<file path="src/rtl/game_pkg.sv">
// rtl/game_pkg.sv - shared board geometry, command opcodes and cursor FSM states
package game_pkg;

  localparam int ROWS   = 16;
  localparam int COLS   = 16;
  localparam int ROW_W  = 4;
  localparam int COL_W  = 4;
  localparam int ADDR_W = 8;

  localparam logic OP_REVEAL = 1'b0;
  localparam logic OP_FLAG   = 1'b1;

  typedef enum logic {
    S_IDLE  = 1'b0,
    S_ISSUE = 1'b1
  } state_t;

endpackage

</file>
<file path="src/rtl/cursor_ctrl_if.sv">
// rtl/cursor_ctrl_if.sv - board command handshake between cursor control and board-state logic
interface cursor_ctrl_if #(
  parameter int ADDR_W = game_pkg::ADDR_W
) ();

  logic              cmd_valid;
  logic              cmd_op;
  logic [ADDR_W-1:0] cmd_addr;
  logic              cmd_ready;

  modport master (
    output cmd_valid,
    output cmd_op,
    output cmd_addr,
    input  cmd_ready
  );

  modport slave (
    input  cmd_valid,
    input  cmd_op,
    input  cmd_addr,
    output cmd_ready
  );

endinterface

</file>
<file path="src/rtl/cursor_ctrl_wrap_counter.sv">
// rtl/cursor_ctrl_wrap_counter.sv - modulus-N up/down index with wrap-around and inc/dec cancellation
module wrap_counter #(
  parameter int N = 16,
  parameter int W = 4
) (
  input  logic         clock,
  input  logic         reset,
  input  logic         en,
  input  logic         inc,
  input  logic         dec,
  output logic [W-1:0] idx
);

  localparam logic [W-1:0] LAST = W'(N - 1);

  // Simultaneous inc and dec cancel, so only an exclusive request moves the index.
  always_ff @(posedge clock) begin
    if (reset) begin
      idx <= '0;
    end else if (en && (inc != dec)) begin
      if (inc) begin
        idx <= (idx == LAST) ? '0 : idx + W'(1);
      end else begin
        idx <= (idx == '0) ? LAST : idx - W'(1);
      end
    end
  end

endmodule

</file>
<file path="src/rtl/cursor_ctrl.sv">
// rtl/cursor_ctrl.sv - minesweeper cursor position and reveal/flag command issue
module cursor_ctrl
  import game_pkg::*;
#(
  parameter int ROWS   = game_pkg::ROWS,
  parameter int COLS   = game_pkg::COLS,
  parameter int ROW_W  = game_pkg::ROW_W,
  parameter int COL_W  = game_pkg::COL_W,
  parameter int ADDR_W = game_pkg::ADDR_W
) (
  input  logic             clock,
  input  logic             reset,
  input  logic             game_active,
  input  logic             btn_up,
  input  logic             btn_down,
  input  logic             btn_left,
  input  logic             btn_right,
  input  logic             btn_center,
  input  logic             flag_mode,
  output logic [ROW_W-1:0] cursor_row,
  output logic [COL_W-1:0] cursor_col,
  cursor_ctrl_if.master    cmd,
  output logic             cmd_dropped
);

  state_t            state, state_nx;
  logic              op_q;
  logic [ADDR_W-1:0] addr_q;
  logic              dropped_q;
  logic              press;
  logic              load;
  logic              drop;
  logic [ADDR_W-1:0] press_addr;

  wrap_counter #(.N(ROWS), .W(ROW_W)) u_row (
    .clock (clock),
    .reset (reset),
    .en    (game_active),
    .inc   (btn_down),
    .dec   (btn_up),
    .idx   (cursor_row)
  );

  wrap_counter #(.N(COLS), .W(COL_W)) u_col (
    .clock (clock),
    .reset (reset),
    .en    (game_active),
    .inc   (btn_right),
    .dec   (btn_left),
    .idx   (cursor_col)
  );

  assign press = btn_center & game_active;

  // Registered cursor is still the pre-move position during the press cycle.
  assign press_addr = ADDR_W'(cursor_row) * ADDR_W'(COLS) + ADDR_W'(cursor_col);

  always_comb begin
    state_nx = state;
    load     = 1'b0;
    drop     = 1'b0;
    case (state)
      S_IDLE: begin
        if (press) begin
          load     = 1'b1;
          state_nx = S_ISSUE;
        end
      end
      S_ISSUE: begin
        if (press) begin
          drop = 1'b1;
        end
        if (cmd.cmd_ready) begin
          state_nx = S_IDLE;
        end
      end
      default: state_nx = S_IDLE;
    endcase
  end

  always_ff @(posedge clock) begin
    if (reset) begin
      state     <= S_IDLE;
      op_q      <= OP_REVEAL;
      addr_q    <= '0;
      dropped_q <= 1'b0;
    end else begin
      state <= state_nx;
      if (load) begin
        op_q   <= flag_mode ? OP_FLAG : OP_REVEAL;
        addr_q <= press_addr;
      end
      if (drop) begin
        dropped_q <= 1'b1;
      end
    end
  end

  assign cmd.cmd_valid = (state == S_ISSUE);
  assign cmd.cmd_op    = op_q;
  assign cmd.cmd_addr  = addr_q;
  assign cmd_dropped   = dropped_q;

endmodule

</file>
<file path="src/flat_wrapper.sv">
// flat-port wrapper written by rule: the top's interface ports become plain ports
module cursor_ctrl_flat import game_pkg::*;
#(
  parameter int ROWS   = game_pkg::ROWS,
  parameter int COLS   = game_pkg::COLS,
  parameter int ROW_W  = game_pkg::ROW_W,
  parameter int COL_W  = game_pkg::COL_W,
  parameter int ADDR_W = game_pkg::ADDR_W
)
  (clock, reset, game_active, btn_up, btn_down, btn_left, btn_right, btn_center, flag_mode, cursor_row, cursor_col, cmd_dropped, cmd_cmd_valid, cmd_cmd_op, cmd_cmd_addr, cmd_cmd_ready);
  cursor_ctrl_if #(.ADDR_W(ADDR_W)) cmd_i ();
  input  logic clock;
  input  logic reset;
  input  logic game_active;
  input  logic btn_up;
  input  logic btn_down;
  input  logic btn_left;
  input  logic btn_right;
  input  logic btn_center;
  input  logic flag_mode;
  output logic [ROW_W-1:0] cursor_row;
  output logic [COL_W-1:0] cursor_col;
  output logic cmd_dropped;
  output wire logic [$bits(cmd_i.cmd_valid)-1:0] cmd_cmd_valid;
  output wire logic [$bits(cmd_i.cmd_op)-1:0] cmd_cmd_op;
  output wire logic [$bits(cmd_i.cmd_addr)-1:0] cmd_cmd_addr;
  input wire logic [$bits(cmd_i.cmd_ready)-1:0] cmd_cmd_ready;
  assign cmd_cmd_valid = cmd_i.cmd_valid;
  assign cmd_cmd_op = cmd_i.cmd_op;
  assign cmd_cmd_addr = cmd_i.cmd_addr;
  assign cmd_i.cmd_ready = cmd_cmd_ready;
  cursor_ctrl #(.ROWS(ROWS), .COLS(COLS), .ROW_W(ROW_W), .COL_W(COL_W), .ADDR_W(ADDR_W)) u_core (.clock(clock), .reset(reset), .game_active(game_active), .btn_up(btn_up), .btn_down(btn_down), .btn_left(btn_left), .btn_right(btn_right), .btn_center(btn_center), .flag_mode(flag_mode), .cursor_row(cursor_row), .cursor_col(cursor_col), .cmd(cmd_i), .cmd_dropped(cmd_dropped));
endmodule
</file>
<file path="config.mk">
export PLATFORM = sky130hd
export DESIGN_NAME = cursor_ctrl_flat
export DESIGN_NICKNAME = d
export VERILOG_FILES = /design/src/rtl/game_pkg.sv /design/src/rtl/cursor_ctrl_if.sv /design/src/rtl/cursor_ctrl_wrap_counter.sv /design/src/rtl/cursor_ctrl.sv /design/src/flat_wrapper.sv
export SDC_FILE = /design/constraint.sdc
export NUM_CORES = 1
export LEC_CHECK = 0
export ABC_CLOCK_PERIOD_IN_PS = 1190
export CORE_ASPECT_RATIO = 1.4
export CORE_UTILIZATION = 42
export CTS_BUF_LIST = sky130_fd_sc_hd__clkbuf_4 sky130_fd_sc_hd__clkbuf_8
export DETAILED_ROUTE_END_ITERATION = 8
export GPL_ROUTABILITY_DRIVEN = 0
export PLACE_DENSITY_LB_ADDON = 0.25
export SLEW_MARGIN = 25
export SYNTH_ARGS = -nofsm -noshare
export SYNTH_HDL_FRONTEND = slang
export SYNTH_SLANG_ARGS = --single-unit
</file>
<file path="constraint.sdc">
create_clock -name clock -period 1.19 [get_ports clock]
set_input_delay 0.238 -clock clock [delete_from_list [all_inputs] [get_ports clock]]
set_output_delay 0.238 -clock clock [all_outputs]
set_load 0.03 [all_outputs]
</file>
Yosys cells after proc, flatten, opt, wreduce, memory -nomap -nowiden --
Index checks and enable logic that the tools add are counted.
Word-level totals: register bits 19, bits of input ports 10, output and inout bits 19, logic and storage cells 33
Cells by class: $add $sub $neg 5, eq/ne operators 4, multiplexer cells 12, bitwise operators 2, reductions and logical operators 4
Operator list (count):
- $mux W4 | 6
- $add A4 B1 Y4 const B | 2
- $add A8 B4 Y8 | 1
- $eq A4 B4 Y1 const B | 2
- $logic_not A4 Y1 | 2
- $sub A4 B1 Y4 const B | 2
- $mux W1 | 5
- $logic_and A1 B1 Y1 | 2
- $ne A1 B1 Y1 | 2
- $pmux W1 S2 | 1
- $and A1 B1 Y1 | 1
- $not A1 Y1 | 1

Longest topological paths before layout --
Gate-level depths: netlist of run 1.
depth after elaboration 3, mapped depth 6, gate-level depth less buffers 6

Hierarchy --
From an unflattened synthesis of run 1, not the netlist that was laid out.
Second synthesis, totals: cells, all modules 108, area, all modules 1014.7 µm²
By module, submodules not included:
- wrap_counter | instances 2, cells an instance 31, area each 267.8 µm², sequential area each 80.1 µm²
- cursor_ctrl | instances 1, cells an instance 46, area each 479.2 µm², sequential area each 220.2 µm²

Worst setup path after synthesis of run 1 --
No wires, ideal clock.
path type reg-to-reg, start point register u_core.u_col.idx[0], end point register u_core.u_col.idx[3], library setup time 0.119 ns, data arrival time 1.464 ns, required time 1.071 ns, slack -0.392 ns, stages on the path, launching flop included 6, path buffers 0, clock period less this slack 1.582 ns, cells stage by stage dfxtp_1 > inv_1 > ha_1 > or3_1 > a31oi_1 > o21ai_1
On the way: word-level cells in the longest chain between the ends 3, elaborated cells between the ends (all ways) 7, classes of those cells add/sub: 2; eq/ne: 1; mux: 3; reduce/logical: 1
RTL lines:
- start: declaration | RTL line cursor_ctrl_wrap_counter.sv:11 | output logic [W-1:0] idx
- start signal: assignment | RTL line cursor_ctrl_wrap_counter.sv:22 | idx <= (idx == LAST) ? '0 : idx + W'(1);
- start signal: assignment | RTL line cursor_ctrl_wrap_counter.sv:24 | idx <= (idx == '0) ? LAST : idx - W'(1);
- $sub A4 B1 Y4, or another cell as far along | RTL line cursor_ctrl_wrap_counter.sv:24
- $mux W4, on equally long branches | RTL line cursor_ctrl_wrap_counter.sv:24, cursor_ctrl_wrap_counter.sv:22
- $mux W4 (*) | RTL line cursor_ctrl_wrap_counter.sv:21 | if (inc) begin
Mark *: on every way between the ends. The rest lies on a longest branch, timed or not. A chain may end at the register's enable or synchronous reset.

Worst setup path in the final report of run 1 --
start point register u_core.u_col.idx[1], end point register u_core.u_col.idx[3]
Same word-level chain as after synthesis.

==> results of run 1 <==
## cells by family after synthesis
logic type / Yosys count
multiplexers: 6
flip-flops: 19
AO/OA/AOI/OAI: 20
AND/OR/NAND/NOR: 39
XOR/XNOR: 8
adder cells (fa/ha/maj): 4
buffers and inverters: 10
## placed cells by master, fill, tap and decap left out, types with 4 or more instances in the layout
master            n
dfxtp_4           6
mux2i_1           4
dfxtp_1          10
a21oi_1           9
clkdlybuf4s50_1   7
nor2_1           23
xnor2_1           5
buf_6             9
buf_4            32
clkbuf_4          4
## final timing paths
check | from | endpoint | slack [ns] | depth (start not counted)
min reg2reg | u_core.cmd_dropped | u_core.cmd_dropped | 0.49 | 2
min | btn_down | u_core.u_row.idx[3] | 0.46 | 4
max reg2reg | u_core.u_col.idx[1] | u_core.u_col.idx[3] | -0.06 | 4
max | u_core.u_col.idx[1] | u_core.u_col.idx[3] | -0.06 | 4
## cell usage after synthesis (3+ instances only)
library cell / number / area [sq um]
xnor2_1: 5 / 43.79
nand3_1: 4 / 20.02
a21oi_1: 11 / 55.05
nor2_1: 23 / 86.33
ha_1: 4 / 50.05
inv_1: 4 / 15.01
clkbuf_1: 3 / 11.26
mux2i_1: 4 / 40.04
dfxtp_1: 19 / 380.4
nand2_1: 3 / 11.26
a31oi_1: 3 / 18.77
xor2_1: 3 / 26.28
## state kept, by name, indices dropped and copies added, names as in the netlist
name,cells
u_core.cmd.cmd_addr,8
u_core.cmd.cmd_op,1
u_core.cmd.cmd_valid,1
u_core.cmd_dropped,1
u_core.u_col.idx,4
u_core.u_row.idx,4
## critical path: stages (launching register included)
cell     delay [ns]
dfxtp_4        0.38
inv_2          0.05
or3_1          0.37
a311o_1        0.27
o21ai_1        0.12
## layout make-up
type,instances,area [sq um]
tap,21,26.28
clock buffer,4,30.03
multi-input combinational,77,539.3
sequential,19,406.6
timing repair buffer,50,432.9
fill,161,531.8
inverter,6,30.03
## layer usage
metal  wire length (um)  GRT usage
met3                 68    0.03557
met5                  0          0
met2               1180     0.3683
met1                830     0.1975
met4                 86     0.1429
## what timing repair did
action	4_1_cts	5_1_grt
buffers inserted	1	0
pin swaps	3	3
endpoints found under the setup margin	10	12
resized for setup	10	11
## power groups by stage
| stage | Combinational, W | Clock, W | Sequential (W) |
|---|---|---|---|
| finish | 0.000528 | 0.000341 | 0.000720 |
| global route | 0.000571 | 0.000386 | 0.000727 |
| CTS | 0.000518 | 0.000354 | 0.000718 |
| detailed placement | 0.000491 | 0 | 0.000731 |
| global placement | 0.000476 | 0 | 0.000730 |
| floorplan | 0.000192 | 0 | 0.000809 |
## through the flow
step / setup WS [ns] / utilization / setup TNS [ns] / cells / hold WS (ns)
6_report: -0.06485 / 0.7337 / -0.1677 / 177 / 0.4615
5_1_grt: -0.1371 / 0.7337 / -0.4322 / 177 / 0.4823
3_3_place_gp: -0.3797 / 0.6798 / -3.976 / 172 / 0.4652
2_1_floorplan: -0.09460 / - / -0.2931 / 106 / 0.3819
3_5_place_dp: -0.4751 / 0.6798 / -4.360 / 172 / 0.4658
4_1_cts: -0.07591 / 0.7162 / -0.1797 / 177 / 0.4905
==> qor.csv, run 1 <==
metric;value;unit
status;finished with violations;
violations;setup timing;
setup_ws;-0.06485;ns
pwr-share-comb;0.332;
rsz0062_at_grt;yes;
synth_edf_count;0;
power_density;1085;nW/um^2
relSlewSlack;0.8458;
postSynthCellCount;106;
critPathLaunchType;register;
avgRoutedWirePerCell;12.24;um
die_h;56.76;um
clock_path_buffers;2;
drc;0;
holdBufCountCts;0;
syn_area;899.6;sq um
vias;899;
rows;19;
hold_viol;0;
cts-root-buf;clkbuf_4;
worst_slew_pin_slew;0.2313;ns
synth_top_family_by_area;simple AND/OR/NAND/NOR gates;
grt_usage;0.2104;
finish.instance_area;1465;sq um
htreeDepth;1;
grt_max_degree;11;
drv_slew;0;
synth_fp_nets;120;
layout-drive-gt1-share;0.4679;
clock_skew;0.008346;ns
cts_sinks;19;
muxShareOfSynthArea;0.06954;
fmax;796.9;MHz
diodes;0;
period_share;1.054;
nets;171;
port_buffers;28;
cts_tree;done;
period_needed;1.255;ns
ir_worst_vdd;0.8650;mV
ys_ff_latch;19;
synthDistinctLibCells;27;
die_x;41.12;um
cp_data_required_time;1.42;ns
ys_warn_count;0;
holdCritPathClass;primary input to register;
numCtsBuffers;3;
yosys.area_share.simple;0.2017;
clock_latency;0.30;ns
coreArea;1997;sq um
max_cap_violations;0;
grt_pass1_wl;3312;um
synthXorXnorAreaFrac;0.07789;
via_per_inst;5.079;
synth-compound-area-share;0.1293;
seq_area_frac_synth;0.4228;
drtAntennaViolNets;0;
drt_wl_total;2166;um
antenna_found_initial;0;
pwr-share-clk;0.215;
setup_violations;4;
internal-power;0.001102;W
grt.overflow.total;0;
p_total;0.001589;W
crit_type;register to register;
area_growth;62.87;%
power.static_leakage;0.6472;nW
grt_pass1_vias;843;
place_area;1358;sq um
seqPwrFrac;0.453;
synth_area_per_cell;8.487;sq um
arrival;1.48;ns
synth-main-ff-cell;dfxtp_1;
endpoint_kind;register;
dp_hpwl;1699;um
initial_core_util;0.4505;
path_clk_slew;0.09;ns
synth_fa_ha_area_frac;0.05563;
drt_iter0_drc;4;
ios;29;
power.switching;0.0004878;W
path_max_fanout;4;
p_sw_frac;0.3069;
drtPass1Iterations;3;
dieArea;2334;sq um
ys_async_sr_fraction;0;
Note: power is estimated with default switching activity, not from simulation.
==> run 2: changes to the inputs <==
--- a/config.mk
+++ b/config.mk
@@ -9,6 +9,7 @@
 export CORE_ASPECT_RATIO = 1.4
 export CORE_UTILIZATION = 42
 export CTS_BUF_LIST = sky130_fd_sc_hd__clkbuf_4 sky130_fd_sc_hd__clkbuf_8
+export CTS_CLUSTER_SIZE = 10
 export DETAILED_ROUTE_END_ITERATION = 8
 export GPL_ROUTABILITY_DRIVEN = 0
 export PLACE_DENSITY_LB_ADDON = 0.25
==> results of run 2 <==
Final layout, timing and power as in run 1 (identical DEF).
